$ cat config.mk
export PLATFORM = sky130hd
export DESIGN_NAME = bank_rdata_collector_flat
export DESIGN_NICKNAME = d
export VERILOG_FILES = /design/src/rtl/bank_rdata_collector_pkg.sv /design/src/rtl/bank_rdata_collector_if.sv /design/src/rtl/bank_tag_pipe.sv /design/src/rtl/bank_rdata_collector.sv /design/src/flat_wrapper.sv
export SDC_FILE = /design/constraint.sdc
export NUM_CORES = 1
export LEC_CHECK = 0
export CORE_AREA = 8 8 51 70
export CTS_BUF_LIST = sky130_fd_sc_hd__clkbuf_16
export CTS_CLUSTER_SIZE = 28
export DETAILED_ROUTE_END_ITERATION = 12
export DIE_AREA = 0 0 59 78
export GPL_TIMING_DRIVEN = 0
export PLACE_DENSITY_LB_ADDON = 0.08
export SETUP_SLACK_MARGIN = 0.1
export SYNTH_ARGS = -nofsm -noshare
export SYNTH_HDL_FRONTEND = slang
export SYNTH_SLANG_ARGS = --single-unit
$ cat constraint.sdc
create_clock -name i_clk -period 2.2 [get_ports i_clk]
set_input_delay 0.22 -clock i_clk [delete_from_list [all_inputs] [get_ports i_clk]]
set_output_delay 0.22 -clock i_clk [all_outputs]
set_load 0.005 [all_outputs]
$ cat src/rtl/bank_rdata_collector_pkg.sv
// Shared banking constants and types for the bank read-data collector.
package bank_rdata_collector_pkg;

    localparam int NUM_BANKS  = 4;
    localparam int BANK_SEL_W = 2;
    localparam int RD_LAT_MIN = 1;
    localparam int RD_LAT_MAX = 4;
    localparam int PENDING_W  = 3;

    typedef logic [BANK_SEL_W-1:0] bank_sel_t;

    typedef struct packed {
        logic      valid;
        bank_sel_t tag;
    } tag_entry_t;

    function automatic logic [NUM_BANKS-1:0] bank_onehot(input logic en, input bank_sel_t sel);
        logic [NUM_BANKS-1:0] oh;
        oh = '0;
        if (en) oh[sel] = 1'b1;
        return oh;
    endfunction

endpackage

$ cat src/rtl/bank_rdata_collector_if.sv
// Request/return bus between a reader and the bank read-data collector.
interface bank_rdata_collector_if
    import bank_rdata_collector_pkg::*;
#(
    parameter int ADDR_WIDTH = 6,
    parameter int DATA_WIDTH = 8
) ();

    logic                  i_rd_en;
    logic [ADDR_WIDTH-1:0] i_address;
    logic [NUM_BANKS-1:0]  o_bank_rd_en;
    logic [DATA_WIDTH-1:0] i_bank_rdata0;
    logic [DATA_WIDTH-1:0] i_bank_rdata1;
    logic [DATA_WIDTH-1:0] i_bank_rdata2;
    logic [DATA_WIDTH-1:0] i_bank_rdata3;
    logic [DATA_WIDTH-1:0] o_rdata;
    logic                  o_rvalid;
    logic [PENDING_W-1:0]  o_pending;

    modport master (
        output i_rd_en, i_address,
        output i_bank_rdata0, i_bank_rdata1, i_bank_rdata2, i_bank_rdata3,
        input  o_bank_rd_en, o_rdata, o_rvalid, o_pending
    );

    modport slave (
        input  i_rd_en, i_address,
        input  i_bank_rdata0, i_bank_rdata1, i_bank_rdata2, i_bank_rdata3,
        output o_bank_rd_en, o_rdata, o_rvalid, o_pending
    );

endinterface

$ cat src/rtl/bank_tag_pipe.sv
// Fixed-depth shift register carrying {valid, bank tag} alongside in-flight bank reads.
module bank_tag_pipe
    import bank_rdata_collector_pkg::*;
#(
    parameter int DEPTH = 1
) (
    input  logic      clk_i,
    input  logic      rst_i,
    input  logic      valid_i,
    input  bank_sel_t tag_i,
    output logic      valid_o,
    output bank_sel_t tag_o
);

    tag_entry_t [DEPTH-1:0] stage_q;
    tag_entry_t [DEPTH-1:0] stage_d;

    always_comb begin
        stage_d    = stage_q;
        stage_d[0] = '{valid: valid_i, tag: tag_i};
        for (int i = 1; i < DEPTH; i++) begin
            stage_d[i] = stage_q[i-1];
        end
    end

    always_ff @(posedge clk_i) begin
        if (rst_i) begin
            stage_q <= '0;
        end else begin
            stage_q <= stage_d;
        end
    end

    assign valid_o = stage_q[DEPTH-1].valid;
    assign tag_o   = stage_q[DEPTH-1].tag;

endmodule

$ cat src/rtl/bank_rdata_collector.sv
// Fans a read out to one of four banks and returns the selected bank's data
// in issue order after a fixed RD_LATENCY+1 cycles.
module bank_rdata_collector
    import bank_rdata_collector_pkg::*;
#(
    parameter int ADDR_WIDTH = 6,
    parameter int DATA_WIDTH = 8,
    parameter int RD_LATENCY = 1
) (
    input logic                   i_clk,
    input logic                   i_rst,
    bank_rdata_collector_if.slave bus
);

    if (RD_LATENCY < RD_LAT_MIN || RD_LATENCY > RD_LAT_MAX) begin : g_bad_latency
        $error("bank_rdata_collector: RD_LATENCY out of range");
    end

    bank_sel_t             rd_sel;
    bank_sel_t             ret_tag;
    logic                  ret_valid;
    logic [DATA_WIDTH-1:0] sel_data;
    logic [DATA_WIDTH-1:0] rdata_q, rdata_d;
    logic                  rvalid_q, rvalid_d;
    logic [PENDING_W-1:0]  pending_q, pending_d;
    logic                  unused_addr_lo;

    assign rd_sel           = bus.i_address[ADDR_WIDTH-1 -: BANK_SEL_W];
    assign unused_addr_lo   = ^bus.i_address[ADDR_WIDTH-BANK_SEL_W-1:0];
    assign bus.o_bank_rd_en = bank_onehot(bus.i_rd_en, rd_sel);

    bank_tag_pipe #(.DEPTH(RD_LATENCY)) u_tag_pipe (
        .clk_i   (i_clk),
        .rst_i   (i_rst),
        .valid_i (bus.i_rd_en),
        .tag_i   (rd_sel),
        .valid_o (ret_valid),
        .tag_o   (ret_tag)
    );

    always_comb begin
        sel_data = bus.i_bank_rdata0;
        case (ret_tag)
            2'd1:    sel_data = bus.i_bank_rdata1;
            2'd2:    sel_data = bus.i_bank_rdata2;
            2'd3:    sel_data = bus.i_bank_rdata3;
            default: sel_data = bus.i_bank_rdata0;
        endcase
        rdata_d  = ret_valid ? sel_data : rdata_q;
        rvalid_d = ret_valid;
        // A read counts as outstanding until the cycle its o_rvalid is shown.
        pending_d = pending_q + PENDING_W'(bus.i_rd_en) - PENDING_W'(rvalid_q);
    end

    always_ff @(posedge i_clk) begin
        if (i_rst) begin
            rdata_q   <= '0;
            rvalid_q  <= 1'b0;
            pending_q <= '0;
        end else begin
            rdata_q   <= rdata_d;
            rvalid_q  <= rvalid_d;
            pending_q <= pending_d;
        end
    end

    assign bus.o_rdata   = rdata_q;
    assign bus.o_rvalid  = rvalid_q;
    assign bus.o_pending = pending_q;

endmodule

$ cat src/flat_wrapper.sv
// flat-port wrapper written by rule: the top's interface ports become plain ports
module bank_rdata_collector_flat import bank_rdata_collector_pkg::*;
#(
    parameter int ADDR_WIDTH = 6,
    parameter int DATA_WIDTH = 8,
    parameter int RD_LATENCY = 1
)
  (i_clk, i_rst, bus_i_rd_en, bus_i_address, bus_i_bank_rdata0, bus_i_bank_rdata1, bus_i_bank_rdata2, bus_i_bank_rdata3, bus_o_bank_rd_en, bus_o_rdata, bus_o_rvalid, bus_o_pending);
  bank_rdata_collector_if #(.ADDR_WIDTH(ADDR_WIDTH), .DATA_WIDTH(DATA_WIDTH)) bus_i ();
  input logic i_clk;
  input logic i_rst;
  input wire logic [$bits(bus_i.i_rd_en)-1:0] bus_i_rd_en;
  input wire logic [$bits(bus_i.i_address)-1:0] bus_i_address;
  input wire logic [$bits(bus_i.i_bank_rdata0)-1:0] bus_i_bank_rdata0;
  input wire logic [$bits(bus_i.i_bank_rdata1)-1:0] bus_i_bank_rdata1;
  input wire logic [$bits(bus_i.i_bank_rdata2)-1:0] bus_i_bank_rdata2;
  input wire logic [$bits(bus_i.i_bank_rdata3)-1:0] bus_i_bank_rdata3;
  output wire logic [$bits(bus_i.o_bank_rd_en)-1:0] bus_o_bank_rd_en;
  output wire logic [$bits(bus_i.o_rdata)-1:0] bus_o_rdata;
  output wire logic [$bits(bus_i.o_rvalid)-1:0] bus_o_rvalid;
  output wire logic [$bits(bus_i.o_pending)-1:0] bus_o_pending;
  assign bus_i.i_rd_en = bus_i_rd_en;
  assign bus_i.i_address = bus_i_address;
  assign bus_i.i_bank_rdata0 = bus_i_bank_rdata0;
  assign bus_i.i_bank_rdata1 = bus_i_bank_rdata1;
  assign bus_i.i_bank_rdata2 = bus_i_bank_rdata2;
  assign bus_i.i_bank_rdata3 = bus_i_bank_rdata3;
  assign bus_o_bank_rd_en = bus_i.o_bank_rd_en;
  assign bus_o_rdata = bus_i.o_rdata;
  assign bus_o_rvalid = bus_i.o_rvalid;
  assign bus_o_pending = bus_i.o_pending;
  bank_rdata_collector #(.ADDR_WIDTH(ADDR_WIDTH), .DATA_WIDTH(DATA_WIDTH), .RD_LATENCY(RD_LATENCY)) u_core (.i_clk(i_clk), .i_rst(i_rst), .bus(bus_i));
endmodule
==> summary.md, run 1 <==
| Metric | Value |
|---|---|
| Vias in the first global route | `857` |
| Max cap viols | `0` |
| WHS Endpoint | `u_core.bus.o_rdata[2]` |
| Yosys reg bits | `15` |
| Max incr delay on CP | `0.38 ns` |
| CTS tree | `built` |
| Final setup viols | `0` |
| Final WL | `2520 um` |
| R2r endpoint | `u_core.bus.o_pending[2]` |
| Core area | `2530 sq um` |
| CTS resizes | `0` |
| P&R area growth vs syn | `78.4%` |
| Initial Util | `0.325` |
| Final worst-path cycle share | `0.795` |
| 1st-iter DRT viols | `22` |
| Fin nets | `175` |
| Post-CTS setup buffer count | `0` |
| M3 GR Usage | `0.0512` |
| Initial DRT Pass Iterations | `4` |
| Via density | `4.62` |
| Cells after Synth | `74` |
| Gr busiest metal | `met2` |
| Critical path launch point type | `flop` |
| Worst vdd ir | `0.000388 V` |
| Util after Layout | `0.579` |
| CP Cell Sequence | `inv_1, ha_1, inv_1, ha_1, fa_1, xor3_1, nor2_1` |
| H-tree Lvls | `1` |
| Slew HR | `0.739` |
| Ports | `57` |
| Syn Std Cell Area | `822 sq um` |
| Sequential share of the synthesized area | `0.365` |
| Worst path arrival time | `1.86 ns` |
| Clk root buf | `clkbuf_16` |
| RSZ-0062 raised after global routing | `no` |
| Cts bufs inserted | `3` |
| Diodes inserted | `0` |
| Avg WL per Cell | `15.2 um` |
| Fin. Hold Viols | `0` |
| Max Clock Skew | `0.000522 ns` |
| Die Span Y | `78 um` |
| Outcome | `finished clean` |
| I/O Buffers | `52` |
| Hold buffers post-CTS | `0` |
| CTS Sinks | `15` |
| Crit Path Max Fanout | `2` |
| Worst-case clock buffer depth | `2` |
| Die ar. | `4600 sq um` |
| Max-slew violation count | `0` |
| Post-route ant nets | `0` |
| Max stage delay cell, worst path | `xor3_1` |
| FF-to-FF Start | `u_core.bus.o_pending[0]` |
| Layout cells sized above 1 | `0.100` |
| Synth Area per Inst | `11.1 sq um` |
| Minimum clock period | `1.75 ns` |
| Yosys warnings | `0` |
| Largest net degree at the start of global routing | `11` |
| Yosys cell types | `21` |
| Vias | `767` |
| Met1 usage | `0.117` |
| Hold Path Class | `flop to flop` |
| Req. time, crit path | `2.32 ns` |
| Initial antenna violation count | `0` |
| Drc violations | `0` |
| Pwr dens | `604 nW/um^2` |
| Kind of end point of the critical path | `flop` |
| GRT overflow | `0` |
| Die Width | `59 um` |
| Hold path depth | `2` |
| Leak Pwr | `0.576 nW` |
| Hpwl dp | `2080 um` |
| Clk slew on worst S/H paths | `0.05 ns` |
| Maximum clock rate | `0.572 GHz` |
| Actual slew at the worst max-slew pin | `0.390 ns` |
| Worst r2r path cells | `7` |
| Total GRT Usage | `0.109` |
| Placer Congestion | `0.644` |
| Critical path class | `flop to flop` |
| GR Layer Usage met2 | `0.184` |
| First-pass GRT wire length | `3990 um` |
| Setup slack, reg-to-reg | `0.45 ns` |
| Synthesized net count | `118` |
| Site Rows | `22` |
| Setup TNS | `0 ns` |
| Hold Path Origin | `u_core.bus.o_rdata[2]` |
| Worst-skew pair later-pin latency | `0.24 ns` |
==> layout make-up <==
| cell class | count | area [sq um] |
|---|---|---|
| Tap cell | 36 | 45.0 |
| Inverter | 4 | 15.0 |
| Clock buffer | 3 | 75.1 |
| Fill cell | 255 | 1070 |
| Clock inverter | 1 | 3.75 |
| Sequential cell | 15 | 300 |
| Timing Repair Buffer | 52 | 520 |
| Multi-Input combinational cell | 50 | 463 |
| Buffer | 5 | 43.8 |
==> worst max-delay path, delay by kind of cell (launching register included) <==
| kind | cells | cell delay, ns |
|---|---|---|
| adder cells (fa/ha/maj) | 3 | 0.81 |
| flip-flops | 1 | 0.32 |
| buffers and inverters | 2 | 0.08 |
| AND/OR/NAND/NOR | 1 | 0.04 |
| XOR/XNOR | 1 | 0.38 |
==> per-layer routing <==
layer / wire [um] / vias to the layer above
met5: 0 / -
met4: 14 / 0
met3: 256 / 2
met2: 1280 / 32
met1: 965 / 349
li1: - / 384
==> registers in the layout, summed over array words and instances (netlist names) <==
signal	cells
u_core.bus.o_rdata	8
u_core.bus.o_pending	3
u_core.u_tag_pipe.tag_o	2
u_core.bus.o_rvalid	1
u_core.u_tag_pipe.valid_o	1
==> how the worst max path moves through the flow <==
stage | from | endpoint | slack (ns) | depth (start not counted)
2_1_floorplan | u_core.bus.o_pending[0] | u_core.bus.o_pending[2] | 0.50 | 7
3_3_place_gp | bus_i_rd_en | u_core.bus.o_pending[2] | 0.35 | 5
3_5_place_dp | bus_i_rd_en | u_core.bus.o_pending[2] | 0.30 | 5
4_1_cts | u_core.bus.o_pending[0] | u_core.bus.o_pending[2] | 0.43 | 7
5_1_grt | bus_i_rd_en | bus_o_bank_rd_en[0] | 0.36 | 3
6_report | u_core.bus.o_pending[0] | u_core.bus.o_pending[2] | 0.45 | 7
==> cell usage in the layout, fill, tap and decap left out, drive strengths merged, types with 2 or more instances in the layout <==
cell type	instances
clkdlybuf4s50	52
mux2i	16
dfxtp	15
or3b	9
o221ai	8
nor2b	6
inv	5
buf	4
clkbuf	3
nor2	2
ha	2
==> logic make-up (layout without fill, tap and decap cells) <==
family | count (synthesis) | after routing | share of synthesized area
multiplexers | 16 | 16 | 0.195
AND/OR/NAND/NOR | 22 | 22 | 0.192
flip-flops | 15 | 15 | 0.365
adder cells (fa/ha/maj) | 3 | 3 | 0.0548
AO/OA/AOI/OAI | 8 | 8 | 0.0928
XOR/XNOR | 1 | 1 | 0.0289
buffers and inverters | 9 | 65 | 0.0715
==> Yosys cell counts (all sizes together) <==
cell	n	area, sq um
o221ai	8	76.3
and3	1	6.26
nand3b	1	7.51
nor2b	6	37.5
inv	4	15.0
dlymetal6s2s	1	12.5
or3b	9	78.8
buf	4	31.3
ha	2	25.0
dfxtp	15	300
and3b	1	8.76
nand2	1	3.75
xor3	1	23.8
nor3b	1	7.51
mux2i	16	160
nor2	2	7.51
fa	1	20.0
==> stage by stage <==
stage / cells / setup WS [ns] / power [W] / hold slack (ns) / instance area, sq um
2_1_floorplan: 74 / 0.502 / 0.000417 / 0.348 / 822
3_3_place_gp: 162 / 0.351 / 0.000550 / 0.588 / 1390
3_5_place_dp: 162 / 0.305 / 0.000556 / 0.585 / 1390
4_1_cts: 166 / 0.433 / 0.000900 / 0.591 / 1470
5_1_grt: 166 / 0.356 / 0.000928 / 0.612 / 1470
6_report: 166 / 0.451 / 0.000886 / 0.587 / 1470
==> report_power, final <==
group / internal, W / switching (W) / total (W)
clock: 0.000240 / 0.0000996 / 0.000339
sequential: 0.000300 / 0.0000141 / 0.000314
combinational: 0.000164 / 0.0000696 / 0.000233
total: 0.000703 / 0.000183 / 0.000886
No activity file was read; power rests on OpenSTA's default activity.
==> run 2, diff against run 1 <==
Settings changed: CORE_AREA 8 8 51 70 to 8 8 53 72, DIE_AREA 0 0 59 78 to 0 0 61 80.
Clock period 2.2 ns to 1.4 ns, I/O delays scaled along.
==> run 2 against run 1 <==
The run now ends with negative setup slack left. Sequential cell count is the same. Utilization fell by 2.6 points. Die area up 6.0%. Combinational power rose by 68%. Final area rose by 5.2%. Critical path depth shrank 1. Maximum frequency rose by 18%. Clock skew grew 0.0025 ns. Clock power rose by 58%. Critical path type unchanged. Critical endpoint is now u_core.bus.o_pending[1]. Largest power group unchanged.
==> summary.md, run 2 (synthesized netlist as in run 1, its figures left out) <==
| Metric | Value |
|---|---|
| Max reg flops | `8 (unchanged)` |
| Max cap viols | `0 (unchanged)` |
| Crit Path Max Fanout | `2 (unchanged)` |
| Hold path depth | `2 (unchanged)` |
| Drc violations | `0 (unchanged)` |
| Final setup viols | `2 (was 0)` |
| Max-slew violation count | `0 (unchanged)` |
| Total of fill cells in the finished design | `291 (was 255)` |
| Kind of end point of the critical path | `flop (unchanged)` |
| Fin. Hold Viols | `0 (unchanged)` |
| Maximum clock rate | `0.675 GHz (was 0.572 GHz)` |
| CTS tree | `built (unchanged)` |
| H-tree Lvls | `1 (unchanged)` |
| Critical path class | `flop to flop (unchanged)` |
| Max incr delay on CP | `0.50 ns (was 0.38 ns)` |
| Initial Util | `0.294 (was 0.325)` |
| Hold buffers post-CTS | `0 (unchanged)` |
| GRT overflow | `0 (unchanged)` |
| 1st-iter DRT viols | `7 (was 22)` |
| Worst-case clock buffer depth | `2 (unchanged)` |
| Die ar. | `4880 sq um (was 4600 sq um)` |
| Worst setup margin | `-0.0810 ns (was 0.451 ns)` |
| Worst r2r path cells | `6 (was 7)` |
| Core area | `2790 sq um (was 2530 sq um)` |
| I/O Buffers | `52 (unchanged)` |
| Ports | `57 (unchanged)` |
| Via density | `4.70 (was 4.62)` |
| Diodes inserted | `0 (unchanged)` |
| Hold Path Class | `input port to flop (was flop to flop)` |
| Actual slew at the worst max-slew pin | `0.265 ns (was 0.390 ns)` |
| Leak Pwr | `0.649 nW (was 0.576 nW)` |
| Layout cells sized above 1 | `0.200 (was 0.100)` |
| Failing checks | `negative setup slack` |
| Worst path arrival time | `1.66 ns (was 1.86 ns)` |
| Die Span Y | `80 um (was 78 um)` |
| Final worst-path cycle share | `1.06 (was 0.795)` |
| Outcome | `finished with violations (was finished clean)` |
| First-pass GRT wire length | `4200 um (was 3990 um)` |
| Commonest non-fill, non-tap cell in the layout | `clkdlybuf4s50_1 (unchanged)` |
| Req. time, crit path | `1.58 ns (was 2.32 ns)` |
| Vias in the first global route | `902 (was 857)` |
| Largest net degree at the start of global routing | `11 (unchanged)` |
| Pwr dens | `923 nW/um^2 (was 604 nW/um^2)` |
| Avg WL per Cell | `14.9 um (was 15.2 um)` |
| CP Cell Sequence | `inv_2, ha_4, inv_2, ha_4, fa_2, nor2b_1 (was inv_1, ha_1, inv_1, ha_1, fa_1, xor3_1, nor2_1)` |
| Critical path launch point type | `flop (unchanged)` |
| Clk root buf | `clkbuf_16 (unchanged)` |
| Cts bufs inserted | `3 (unchanged)` |
| P&R area growth vs syn | `87.7% (was 78.4%)` |
| Max stage delay cell, worst path | `fa_2 (was xor3_1)` |
| Worst vdd ir | `0.000784 V (was 0.000388 V)` |
| Commonest cells after routing, fill and taps aside | `clkdlybuf4s50_1 (45), mux2i_1 (16), dfxtp_1 (13) (was clkdlybuf4s50_1 (52), mux2i_1 (16), dfxtp_1 (15))` |
| Post-route ant nets | `0 (unchanged)` |
| Placed Instance Area | `1400 sq um (was 1390 sq um)` |
| Die Width | `61 um (was 59 um)` |
| CTS Sinks | `15 (unchanged)` |
| FF-to-FF Start | `u_core.bus.o_pending[0] (unchanged)` |
| Fin nets | `180 (was 175)` |
| Hold Path Origin | `bus_i_rd_en (was u_core.bus.o_rdata[2])` |
| Initial DRT Pass Iterations | `2 (was 4)` |
| Worst-skew pair later-pin latency | `0.24 ns (about the same)` |
| Minimum clock period | `1.48 ns (was 1.75 ns)` |
| FF+latch area | `303 sq um (was 300 sq um)` |
| Clk slew on worst S/H paths | `0.05 ns (about the same)` |
| Slew HR | `0.823 (was 0.739)` |
| Final Instance Area | `1540 sq um (was 1470 sq um)` |
| Setup TNS | `-0.139 ns (was 0 ns)` |
| Initial antenna violation count | `0 (unchanged)` |
| Site Rows | `23 (was 22)` |
| RSZ-0062 raised after global routing | `yes (was no)` |
| Final WL | `2570 um (was 2520 um)` |
| Total GRT Usage | `0.112 (was 0.109)` |
| Placer Congestion | `0.650 (was 0.644)` |
| Vias | `808 (was 767)` |
| Multi-input gate area | `495 sq um (was 463 sq um)` |
| Hold slack final | `0.210 ns (was 0.587 ns)` |
| Setup crit start | `u_core.bus.o_pending[0] (unchanged)` |
| Max Clock Skew | `0.00298 ns (was 0.000522 ns)` |
run 2: path summary, 6_finish.rpt:
kind | endpoint | slack, ns
hold / removal | u_core.u_tag_pipe.valid_o | 0.21
hold reg to reg | u_core.bus.o_rdata[2] | 0.60
setup reg to reg | u_core.bus.o_pending[1] | -0.08
setup / recovery | u_core.bus.o_pending[1] | -0.08
run 2: report_power, final:
part	leakage (nW)	switching, W	internal [W]
clock	0.0423	0.000159	0.000377
combinational	0.482	0.000118	0.000273
sequential	0.124	0.0000243	0.000472
run 2: layout make-up:
type	instances	area share
repair buffers	57	0.361
multi-input cells	50	0.321
flip-flops and latches	15	0.196
clock buffers	3	0.0487
plain buffers	5	0.0308
well taps	37	0.0300
inverters	4	0.00973
clock inverters	1	0.00243
run 2: what timing repair did:
| item | CTS | global route |
|---|---|---|
| cloned | 0 | 0 |
| endpoints found under the setup margin | 7 | 15 |
| gates resized for setup | 9 | 7 |
| setup buffers | 3 | 2 |
| pin swaps | 3 | 2 |
run 2: through the flow:
| stage | worst slack (ns) | std cells | util | total power (W) |
|---|---|---|---|---|
| CTS | -0.105 | 170 | 0.544 | 0.00144 |
| detailed placement | -0.231 | 163 | 0.500 | 0.000875 |
| floorplan | -0.0751 | 74 | - | 0.000658 |
| finish | -0.0810 | 172 | 0.553 | 0.00142 |
| global placement | -0.174 | 163 | 0.500 | 0.000869 |
| global route | -0.137 | 172 | 0.553 | 0.00149 |
run 2: critical path, delay by kind of cell (launching register included):
kind / cells / cell delay (ns)
adders and majority gates: 3 / 0.90
buffers and inverters: 2 / 0.08
and+or+nand+nor: 1 / 0.11
DFF: 1 / 0.33
run 2: layer usage:
metal | part of all wire | track usage | vias to the layer above
met4 | 0.015 | 0.0422 | 0
met3 | 0.10 | 0.0532 | 5
met2 | 0.52 | 0.189 | 31
li1 | - | - | 397
met1 | 0.36 | 0.114 | 375
met5 | 0 | 0 | -
